$ cat src/rtl/texture_stream_arbiter_if.sv
// Texture upload stream bundle shared by the two upload sources and the
// texture buffer write port. The arbiter takes the sources as slaves and
// drives the buffer side as a master.
interface texture_stream_arbiter_if #(
  parameter int STREAM_WIDTH = 32
);
  logic                    tvalid;
  logic                    tready;
  logic                    tlast;
  logic [STREAM_WIDTH-1:0] tdata;

  modport master (
    output tvalid,
    output tlast,
    output tdata,
    input  tready
  );

  modport slave (
    input  tvalid,
    input  tlast,
    input  tdata,
    output tready
  );
endinterface

$ cat src/rtl/texture_stream_arbiter.sv
// Texture stream arbiter: shares the texture buffer write stream between the
// command-parser upload (source 0) and the second texture unit loader
// (source 1). Grants are round-robin per packet and held until tlast. The
// output passes through a single register stage. New grants are held off
// while the renderer asks for quiescence. Each packet's beat count is
// compared with the expected length latched at grant time, and a sticky flag
// is raised on a mismatch.
module texture_stream_arbiter #(
  parameter int STREAM_WIDTH = 32,
  parameter int LEN_WIDTH    = 16
) (
  input  logic                  aclk,
  input  logic                  reset,
  input  logic                  quiesce,
  output logic                  busy,
  output logic                  grant,
  input  logic [LEN_WIDTH-1:0]  expectedBeats0,
  input  logic [LEN_WIDTH-1:0]  expectedBeats1,
  output logic                  lengthError,
  input  logic                  clearError,
  texture_stream_arbiter_if.slave  s0_axis,
  texture_stream_arbiter_if.slave  s1_axis,
  texture_stream_arbiter_if.master m_axis
);

  typedef enum logic {
    IDLE   = 1'b0,
    STREAM = 1'b1
  } state_t;

  state_t                  r_state;
  state_t                  w_nextState;
  logic                    r_grant;
  logic                    r_lastGrant;
  logic [LEN_WIDTH-1:0]    r_count;
  logic [LEN_WIDTH-1:0]    r_expected;
  logic                    r_mValid;
  logic                    r_mLast;
  logic [STREAM_WIDTH-1:0] r_mData;
  logic                    r_lengthError;

  logic                    w_grantNow;
  logic                    w_winner;
  logic                    w_inValid;
  logic                    w_inLast;
  logic [STREAM_WIDTH-1:0] w_inData;
  logic                    w_srcReady;
  logic                    w_accept;
  logic                    w_endOfPacket;
  logic [LEN_WIDTH-1:0]    w_countNext;
  logic                    w_lenMismatch;

  // The granted source may push whenever the output register is empty or
  // draining this cycle; tready never depends on the source's own tvalid.
  assign w_srcReady     = (r_state == STREAM) && (!r_mValid || m_axis.tready);
  assign s0_axis.tready = w_srcReady && !r_grant;
  assign s1_axis.tready = w_srcReady &&  r_grant;

  assign w_accept      = w_srcReady && w_inValid;
  assign w_endOfPacket = w_accept && w_inLast;
  assign w_countNext   = r_count + LEN_WIDTH'(1);
  assign w_lenMismatch = w_endOfPacket && (r_expected != '0) && (w_countNext != r_expected);

  assign m_axis.tvalid = r_mValid;
  assign m_axis.tlast  = r_mLast;
  assign m_axis.tdata  = r_mData;

  assign busy        = (r_state == STREAM) || r_mValid;
  assign grant       = r_grant;
  assign lengthError = r_lengthError;

  // Steer the granted source's beat toward the output register.
  always_comb begin
    w_inValid = s0_axis.tvalid;
    w_inLast  = s0_axis.tlast;
    w_inData  = s0_axis.tdata;
    if (r_grant) begin
      w_inValid = s1_axis.tvalid;
      w_inLast  = s1_axis.tlast;
      w_inData  = s1_axis.tdata;
    end
  end

  // Next-state and arbitration: a grant starts only from IDLE with quiesce low,
  // and a packet ends on an accepted tlast beat.
  always_comb begin
    w_nextState = r_state;
    w_grantNow  = 1'b0;
    w_winner    = 1'b0;
    case (r_state)
      IDLE: begin
        if (!quiesce && (s0_axis.tvalid || s1_axis.tvalid)) begin
          w_grantNow  = 1'b1;
          w_nextState = STREAM;
          if (s0_axis.tvalid && s1_axis.tvalid) begin
            w_winner = !r_lastGrant;
          end else begin
            w_winner = s1_axis.tvalid;
          end
        end
      end
      STREAM: begin
        if (w_endOfPacket) begin
          w_nextState = IDLE;
        end
      end
      default: w_nextState = IDLE;
    endcase
  end

  // State register.
  always_ff @(posedge aclk) begin
    if (reset) begin
      r_state <= IDLE;
    end else begin
      r_state <= w_nextState;
    end
  end

  // Grant bookkeeping: latch the winner and its expected length at grant time,
  // count accepted beats, and remember who finished last for round-robin.
  always_ff @(posedge aclk) begin
    if (reset) begin
      r_grant     <= 1'b0;
      r_lastGrant <= 1'b1;
      r_count     <= '0;
      r_expected  <= '0;
    end else begin
      if (w_grantNow) begin
        r_grant    <= w_winner;
        r_count    <= '0;
        r_expected <= w_winner ? expectedBeats1 : expectedBeats0;
      end else if (w_accept) begin
        r_count <= w_countNext;
      end
      if (w_endOfPacket) begin
        r_lastGrant <= r_grant;
      end
    end
  end

  // Output pipeline register: load on an accepted beat, empty once the
  // buffer has taken the held beat and nothing new arrives.
  always_ff @(posedge aclk) begin
    if (reset) begin
      r_mValid <= 1'b0;
      r_mLast  <= 1'b0;
      r_mData  <= '0;
    end else if (w_accept) begin
      r_mValid <= 1'b1;
      r_mLast  <= w_inLast;
      r_mData  <= w_inData;
    end else if (m_axis.tready) begin
      r_mValid <= 1'b0;
    end
  end

  // Sticky length-mismatch flag; a fresh mismatch beats a simultaneous clear.
  always_ff @(posedge aclk) begin
    if (reset) begin
      r_lengthError <= 1'b0;
    end else if (w_lenMismatch) begin
      r_lengthError <= 1'b1;
    end else if (clearError) begin
      r_lengthError <= 1'b0;
    end
  end

endmodule

$ cat src/flat_wrapper.sv
// flat-port wrapper written by rule: the top's interface ports become plain ports
module texture_stream_arbiter_flat 
#(
  parameter int STREAM_WIDTH = 32,
  parameter int LEN_WIDTH    = 16
)
  (aclk, reset, quiesce, busy, grant, expectedBeats0, expectedBeats1, lengthError, clearError, s0_axis_tvalid, s0_axis_tlast, s0_axis_tdata, s0_axis_tready, s1_axis_tvalid, s1_axis_tlast, s1_axis_tdata, s1_axis_tready, m_axis_tvalid, m_axis_tlast, m_axis_tdata, m_axis_tready);
  texture_stream_arbiter_if #(.STREAM_WIDTH(STREAM_WIDTH)) s0_axis_i ();
  texture_stream_arbiter_if #(.STREAM_WIDTH(STREAM_WIDTH)) s1_axis_i ();
  texture_stream_arbiter_if #(.STREAM_WIDTH(STREAM_WIDTH)) m_axis_i ();
  input  logic aclk;
  input  logic reset;
  input  logic quiesce;
  output logic busy;
  output logic grant;
  input  logic [LEN_WIDTH-1:0] expectedBeats0;
  input  logic [LEN_WIDTH-1:0] expectedBeats1;
  output logic lengthError;
  input  logic clearError;
  input wire logic [$bits(s0_axis_i.tvalid)-1:0] s0_axis_tvalid;
  input wire logic [$bits(s0_axis_i.tlast)-1:0] s0_axis_tlast;
  input wire logic [$bits(s0_axis_i.tdata)-1:0] s0_axis_tdata;
  output wire logic [$bits(s0_axis_i.tready)-1:0] s0_axis_tready;
  input wire logic [$bits(s1_axis_i.tvalid)-1:0] s1_axis_tvalid;
  input wire logic [$bits(s1_axis_i.tlast)-1:0] s1_axis_tlast;
  input wire logic [$bits(s1_axis_i.tdata)-1:0] s1_axis_tdata;
  output wire logic [$bits(s1_axis_i.tready)-1:0] s1_axis_tready;
  output wire logic [$bits(m_axis_i.tvalid)-1:0] m_axis_tvalid;
  output wire logic [$bits(m_axis_i.tlast)-1:0] m_axis_tlast;
  output wire logic [$bits(m_axis_i.tdata)-1:0] m_axis_tdata;
  input wire logic [$bits(m_axis_i.tready)-1:0] m_axis_tready;
  assign s0_axis_i.tvalid = s0_axis_tvalid;
  assign s0_axis_i.tlast = s0_axis_tlast;
  assign s0_axis_i.tdata = s0_axis_tdata;
  assign s0_axis_tready = s0_axis_i.tready;
  assign s1_axis_i.tvalid = s1_axis_tvalid;
  assign s1_axis_i.tlast = s1_axis_tlast;
  assign s1_axis_i.tdata = s1_axis_tdata;
  assign s1_axis_tready = s1_axis_i.tready;
  assign m_axis_tvalid = m_axis_i.tvalid;
  assign m_axis_tlast = m_axis_i.tlast;
  assign m_axis_tdata = m_axis_i.tdata;
  assign m_axis_i.tready = m_axis_tready;
  texture_stream_arbiter #(.STREAM_WIDTH(STREAM_WIDTH), .LEN_WIDTH(LEN_WIDTH)) u_core (.aclk(aclk), .reset(reset), .quiesce(quiesce), .busy(busy), .grant(grant), .expectedBeats0(expectedBeats0), .expectedBeats1(expectedBeats1), .lengthError(lengthError), .clearError(clearError), .s0_axis(s0_axis_i), .s1_axis(s1_axis_i), .m_axis(m_axis_i));
endmodule
$ cat config.mk
export PLATFORM = sky130hd
export DESIGN_NAME = texture_stream_arbiter_flat
export DESIGN_NICKNAME = d
export VERILOG_FILES = /design/src/rtl/texture_stream_arbiter_if.sv /design/src/rtl/texture_stream_arbiter.sv /design/src/flat_wrapper.sv
export SDC_FILE = /design/constraint.sdc
export NUM_CORES = 1
export LEC_CHECK = 0
export BUFFER_PORTS_ARGS = -buffer_cell sky130_fd_sc_hd__buf_2
export CORE_UTILIZATION = 48
export CTS_CLUSTER_SIZE = 8
export DETAILED_ROUTE_END_ITERATION = 10
export PLACE_DENSITY = 0.82
export RECOVER_POWER = 25
export REMOVE_ABC_BUFFERS = 1
export SKIP_LAST_GASP = 1
export SYNTH_ARGS = -nofsm -noshare
export SYNTH_HDL_FRONTEND = slang
export SYNTH_SLANG_ARGS = --single-unit
$ cat constraint.sdc
create_clock -name aclk -period 2.2 [get_ports aclk]
set_input_delay 0.22 -clock aclk [delete_from_list [all_inputs] [get_ports aclk]]
set_output_delay 0.22 -clock aclk [all_outputs]
set_load 0.02 [all_outputs]
==> flow_metrics.env, run 1 <==
export IMPL_status="complete, no violations"
export IMPL_layout_drive_gt1_share_pct=28.25
export IMPL_critical_path_class="reg -> reg"
export IMPL_num_vias=3425
export IMPL_r2r_setup_slack_ns=0.17
export IMPL_p_int_w=0.002011
export IMPL_use_met1_pct=30.44
export IMPL_syn_to_final_growth_pct=26.43
export IMPL_synth_flop_cell="dfxtp_1"
export IMPL_worst_slack_ns=0.1704
export IMPL_setup_viol=0
export IMPL_hold_depth=3
export IMPL_dp_hpwl_microns=6791
export IMPL_arrival_ns=2.24
export IMPL_static_leakage_power_nw=1.846
export IMPL_synth_warning_count=0
export IMPL_p_seq_share_pct=49.1
export IMPL_diodes=0
export IMPL_wire_per_inst_microns=14.31
export IMPL_syn_inst=399
export IMPL_synth_yosys_seq_area_share_pct=39.63
export IMPL_switching_share_pct=29.38
export IMPL_rsz0062_at_grt="false"
export IMPL_start_util_pct=50.92
export IMPL_drt_iter0_markers=261
export IMPL_overflow=0
export IMPL_period_share_pct=92.26
export IMPL_powerDensity_nw_per_um2=637.0
export IMPL_async_reset_ff_share_pct=0
export IMPL_ant_nets=0
export IMPL_use_met2_pct=38.13
export IMPL_portBuffers=143
export IMPL_required_ns=2.41
export IMPL_post_cts_buffers=0
export IMPL_core_area_sq_um=6944
export IMPL_tightest_slew_ns=0.5250
export IMPL_clk_latency_ns=0.34
export IMPL_grt_pass1_vias=3136
export IMPL_antenna_found_initial=0
export IMPL_clock_path_buffers=2
export IMPL_avgSynthCellArea_sq_um=8.862
export IMPL_pwr_share_comb_pct=18.6
export IMPL_hold_viol_final=0
export IMPL_switching_power_w=0.0008367
export IMPL_r2r_end="u_core.lengthError$_SDFFE_PP0P_"
export IMPL_peakVddDrop_mv=0.3655
export IMPL_finalWirelength_microns=9073
export IMPL_reg2reg_depth=6
export IMPL_ios=144
export IMPL_top_usage_layer="met2"
export IMPL_numCtsBuffers=9
export IMPL_fmax_mhz=492.7
export IMPL_met3_usage_pct=6.126
export IMPL_die_x_microns=87.83
export IMPL_syn_area_sq_um=3536
export IMPL_slew_headroom_pct=64.92
export IMPL_core_rowCount=30
export IMPL_root_buffer="clkbuf_8"
export IMPL_nets=639
export IMPL_holdWs_ns=0.1551
export IMPL_die_h_microns=87.83
export IMPL_grt_max_degree=53
export IMPL_layout_commonest_cell="buf_2"
export IMPL_die_area_sq_um=7713
export IMPL_ctsHoldBuffers=0
export IMPL_r2r_start="u_core.r_count[1]$_SDFFE_PP0P_"
export IMPL_mostFrequentLayoutCells="116 x buf_2, 69 x dfxtp_1, 68 x nor2_1, 44 x a211oi_1, 42 x mux2i_1"
export IMPL_hold_end="u_core.m_axis.tdata[30]$_SDFFE_PP0P_"
export IMPL_finalWeightedCongestion=0.9193
export IMPL_synth_edf_count=0
export IMPL_cts_sinks=70
export IMPL_hp_start="s1_axis_tdata[30]"
export IMPL_ctsResizeCount=0
export IMPL_cts_htree_levels=3
export IMPL_grt_pass1_wl_microns=14350
export IMPL_drv_slew=0
export IMPL_clk_pin_slew_ns=0.07
export IMPL_via_per_inst=5.402
export IMPL_start_kind="register"
export IMPL_synth_cell_types=49
export IMPL_maxCapViolCount=0
export IMPL_drc=0
export IMPL_hp_class="in -> reg"
export IMPL_drt_pass1_iterations=5
export IMPL_fillCellCount=588
export IMPL_grt_use_total_pct=24.08
export IMPL_cts_tree="built"
export IMPL_ys_seq_elements=70
export IMPL_end_kind="register"
export IMPL_finalCriticalPeriod_ns=2.030
export IMPL_path_max_fanout=8
export IMPL_clock_skew_ns=0.005469
export IMPL_preCtsSetupSlack_ns=0.2194
export IMPL_pwr_share_clk_pct=32.3
## critical path, stage by stage, from the launching register on
cell      delay [ns]
dfxtp_1         0.38
ha_1            0.31
and4_1          0.27
nand2_1         0.11
or3_1           0.38
a222oi_1        0.34
a31oi_1         0.12
## kinds of logic after synthesis
logic type / after synthesis / share of synthesized area, %
compound gates: 86 / 16.81
xor+xnor: 34 / 8.422
simple gates: 131 / 18.19
fa+ha+maj: 2 / 0.6369
mux: 42 / 11.89
flops: 70 / 39.63
buf+inv: 34 / 4.423
## cell usage after synthesis, types with 4 or more instances
cell | n | share of area [%]
a211oi_1 | 44 | 9.3
a21oi_1 | 15 | 2.1
a22oi_1 | 7 | 1.5
and4_1 | 4 | 0.99
buf_1 | 4 | 0.42
buf_2 | 7 | 0.99
clkbuf_1 | 15 | 1.6
dfxtp_1 | 70 | 40
mux2i_1 | 42 | 12
nand2_1 | 19 | 2.0
nand2b_1 | 4 | 0.71
nand3_1 | 5 | 0.71
nor2_1 | 68 | 7.2
nor4_1 | 5 | 0.88
o21ai_0 | 8 | 1.1
xnor2_1 | 23 | 5.7
xor2_1 | 11 | 2.7
## cell type report
cell class              count  area [sq um]  area share (%)
clock buffers              10         137.6           3.079
clock inverters             6         37.54          0.8396
multi-input cells         295          1984           44.39
inverters                   3         11.26          0.2519
well taps                  96         120.1           2.687
flip-flops and latches     70          1403           31.37
repair buffers            154         777.0           17.38
## routing by layer
metal	vias to the layer above	routed length, microns
li1	1701	-
met1	1564	3916
met2	135	4334
met3	25	529
met4	0	293
met5	-	0
## stage by stage
step | area [sq um] | util (%) | power [W] | setup TNS, ns | std cells
after floorplan | 3391 | - | 0.001727 | -38.70 | 368
final | 4471 | 64.38 | 0.002848 | 0 | 634
after detailed placement | 4329 | 62.34 | 0.001964 | 0 | 618
after global routing | 4471 | 64.38 | 0.002983 | 0 | 634
after global placement | 4329 | 62.34 | 0.001947 | 0 | 618
after CTS | 4504 | 64.86 | 0.002877 | 0 | 634
## sequential cells by signal (all words and copies together), names as in the netlist
name and cells:
u_core.lengthError 1, u_core.m_axis.tvalid 1, u_core.r_lastGrant 1, u_core.grant 1, u_core.r_expected 16, u_core.m_axis.tlast 1, u_core.r_count 16, u_core.r_state 1
u_core.m_axis.tdata 32
## power groups by stage
stage	sequential, W	combinational [W]	clock, W
final	0.00140	0.000530	0.000920
after global routing	0.00141	0.000582	0.000994
after CTS	0.00140	0.000540	0.000939
after detailed placement	0.00142	0.000539	0
after global placement	0.00142	0.000525	0
after floorplan	0.00148	0.000251	0
## how the worst max path moves through the flow
stage / from / endpoint / slack [ns] / depth (start not counted)
after floorplan: u_core.grant$_SDFFE_PP0P_ / u_core.lengthError$_SDFFE_PP0P_ / -1.30 / 5
after global placement: u_core.r_count[1]$_SDFFE_PP0P_ / u_core.lengthError$_SDFFE_PP0P_ / 0.28 / 7
after detailed placement: u_core.r_count[1]$_SDFFE_PP0P_ / u_core.lengthError$_SDFFE_PP0P_ / 0.22 / 6
after CTS: u_core.r_count[1]$_SDFFE_PP0P_ / u_core.lengthError$_SDFFE_PP0P_ / 0.20 / 6
after global routing: u_core.r_count[1]$_SDFFE_PP0P_ / u_core.lengthError$_SDFFE_PP0P_ / 0.01 / 7
final: u_core.r_count[1]$_SDFFE_PP0P_ / u_core.lengthError$_SDFFE_PP0P_ / 0.17 / 6
Power figures use the tool's default switching activity.
==> inputs of run 2 (changes only) <==
CORE_UTILIZATION = 50   (was 48)
CTS_BUF_LIST = sky130_fd_sc_hd__clkbuf_4 sky130_fd_sc_hd__clkbuf_8   (was default)
PLACE_DENSITY = 0.84   (was 0.82)
SETUP_SLACK_MARGIN = 0.4   (was default)
==> run 2 against run 1 <==
  * Clock skew up 0.0022 ns
  * Fmax up 6.2%
  * Final cell count up 0.79%
  * Largest power group unchanged
  * Critical path type unchanged
  * Register-to-register slack gained 0.12 ns
  * Non-clock buffer count is 5 higher
==> flow_metrics.env, run 2 (synthesized netlist as in run 1, its figures left out) <==
export IMPL_status="complete, no violations"
export IMPL_grt_pass1_vias=3337
export IMPL_layout_drive_gt1_share_pct=31.86
export IMPL_die_x_microns=86.10
export IMPL_syn_to_final_growth_pct=30.25
export IMPL_cts_htree_levels=3
export IMPL_static_leakage_power_nw=1.882
export IMPL_hp_start="s1_axis_tlast"
export IMPL_start_kind="register"
export IMPL_end_kind="register"
export IMPL_die_h_microns=86.10
export IMPL_critical_path_class="reg -> reg"
export IMPL_arrival_ns=2.12
export IMPL_hp_class="in -> reg"
export IMPL_die_area_sq_um=7412
export IMPL_cts_sinks=70
export IMPL_r2r_end="u_core.lengthError$_SDFFE_PP0P_"
export IMPL_grt_max_degree=53
export IMPL_drt_iter0_markers=174
export IMPL_antenna_found_initial=0
export IMPL_clock_skew_ns=0.007713
export IMPL_core_area_sq_um=6794
export IMPL_ant_nets=0
export IMPL_hold_depth=2
export IMPL_largest_register_ffs=32
export IMPL_root_buffer="clkbuf_8"
export IMPL_drc=0
export IMPL_r2r_start="u_core.r_count[1]$_SDFFE_PP0P_"
export IMPL_required_ns=2.41
export IMPL_finalWeightedCongestion=0.8578
export IMPL_start_util_pct=52.04
export IMPL_clk_pin_slew_ns=0.08
export IMPL_hold_viol_final=0
export IMPL_mostFrequentLayoutCells="116 x buf_2, 68 x nor2_1, 63 x dfxtp_1, 42 x a211oi_1, 42 x mux2i_1"
export IMPL_overflow=0
export IMPL_via_per_inst=5.396
export IMPL_drt_pass1_iterations=4
export IMPL_cts_tree="built"
export IMPL_reg2reg_depth=7
export IMPL_ios=144
export IMPL_fillCellCount=556
export IMPL_fmax_mhz=523.1
export IMPL_setup_viol=0
export IMPL_rsz0062_at_grt="true"
export IMPL_wire_per_inst_microns=14.96
export IMPL_drv_slew=0
export IMPL_slew_headroom_pct=70.36
export IMPL_nets=644
export IMPL_dp_hpwl_microns=7065
export IMPL_numCtsBuffers=9
export IMPL_tightest_slew_ns=0.4405
export IMPL_core_rowCount=30
export IMPL_finalWirelength_microns=9557
export IMPL_finalCriticalPeriod_ns=1.912
export IMPL_clock_path_buffers=2
export IMPL_layout_commonest_cell="buf_2"
export IMPL_path_max_fanout=6
export IMPL_num_vias=3448
export IMPL_r2r_setup_slack_ns=0.29
export IMPL_period_share_pct=86.90
export IMPL_crit_chain="ha_4 > and4_4 > nand2_1 > xnor2_1 > a221o_1 > a2111oi_1 > a31oi_1"
export IMPL_powerDensity_nw_per_um2=654.6
export IMPL_hold_end="u_core.r_lastGrant$_SDFFE_PP1P_"
export IMPL_portBuffers=143
export IMPL_maxCapViolCount=0
export IMPL_diodes=0
export IMPL_critPathSlowestCell="dfxtp_4"
export IMPL_tns_ns=0
export IMPL_peakVddDrop_mv=0.6600
export IMPL_holdWs_ns=0.1419
export IMPL_grt_pass1_wl_microns=15250
export IMPL_grt_use_total_pct=26.25
export IMPL_clk_latency_ns=0.35
export IMPL_max_stage_delay_ns=0.38
[run 2: changes by cell type in the layout (fill, tap and decap cells not counted), moves of 3 or more]
cell      before  now
dfxtp_1       69   63
dfxtp_2        1    6
buf_4         10   14
clkinv_2       4    1
[run 2: critical path: cells and delay by family (launching register included)]
family	cells	cell delay (ns)
XOR/XNOR	1	0.15
flip-flops	1	0.38
AND/OR/NAND/NOR	2	0.32
AO/OA/AOI/OAI	3	0.77
adder cells (fa/ha/maj)	1	0.16
[run 2: timing repair]
action / in CTS / in global routing
hold buffers: 0 / 0
setup buffers: 0 / 2
gates resized for setup: 7 / 17
pin swaps: 0 / 3
endpoints found under the setup margin: 13 / 26
[run 2: final cells by class]
cell class                 count  area [sq um]  area share [%]
timing repair buffer         159         827.0           17.96
tap                           96         120.1           2.608
inverter                       3         11.26          0.2445
clock buffer                  11         145.1           3.151
multi-input combinational    295          2031           44.09
sequential                    70          1413           30.67
clock inverter                 5         58.81           1.277
[run 2: how the worst max path moves through the flow]
stage	start	endpoint	slack, ns	depth (start not counted)
floorplan	u_core.grant$_SDFFE_PP0P_	u_core.lengthError$_SDFFE_PP0P_	-1.30	5
global placement	u_core.r_count[1]$_SDFFE_PP0P_	u_core.lengthError$_SDFFE_PP0P_	0.27	6
detailed placement	u_core.r_count[1]$_SDFFE_PP0P_	u_core.lengthError$_SDFFE_PP0P_	0.19	6
CTS	u_core.r_count[1]$_SDFFE_PP0P_	u_core.lengthError$_SDFFE_PP0P_	0.36	6
global route	u_core.r_count[1]$_SDFFE_PP0P_	u_core.lengthError$_SDFFE_PP0P_	0.20	7
finish	u_core.r_count[1]$_SDFFE_PP0P_	u_core.lengthError$_SDFFE_PP0P_	0.29	7
[run 2: through the flow]
stage | utilization, % | power [W] | setup slack, ns | std cells | cell area, sq um
2_1_floorplan | - | 0.001727 | -1.304 | 368 | 3391
3_3_place_gp | 64.05 | 0.001949 | 0.2668 | 621 | 4352
3_5_place_dp | 64.05 | 0.001966 | 0.1915 | 621 | 4352
4_1_cts | 67.37 | 0.003032 | 0.3599 | 637 | 4577
5_1_grt | 67.79 | 0.003144 | 0.2028 | 639 | 4606
6_report | 67.79 | 0.003015 | 0.2882 | 639 | 4606
[run 2: where the power goes]
| group | switching, W | leakage [nW] | internal (W) | total, W |
|---|---|---|---|---|
| Sequential | 0.0000594 | 0.575 | 0.00134 | 0.00140 |
| Combinational | 0.000300 | 1.21 | 0.000243 | 0.000544 |
| Clock | 0.000506 | 0.0990 | 0.000567 | 0.00107 |
[run 2: layer usage]
layer,wire length [microns],vias up,GRT usage [%]
met2,4729,117,44.44
li1,-,1714,-
met4,221,0,9.394
met3,666,22,8.470
met1,3940,1595,31.12
met5,0,-,0
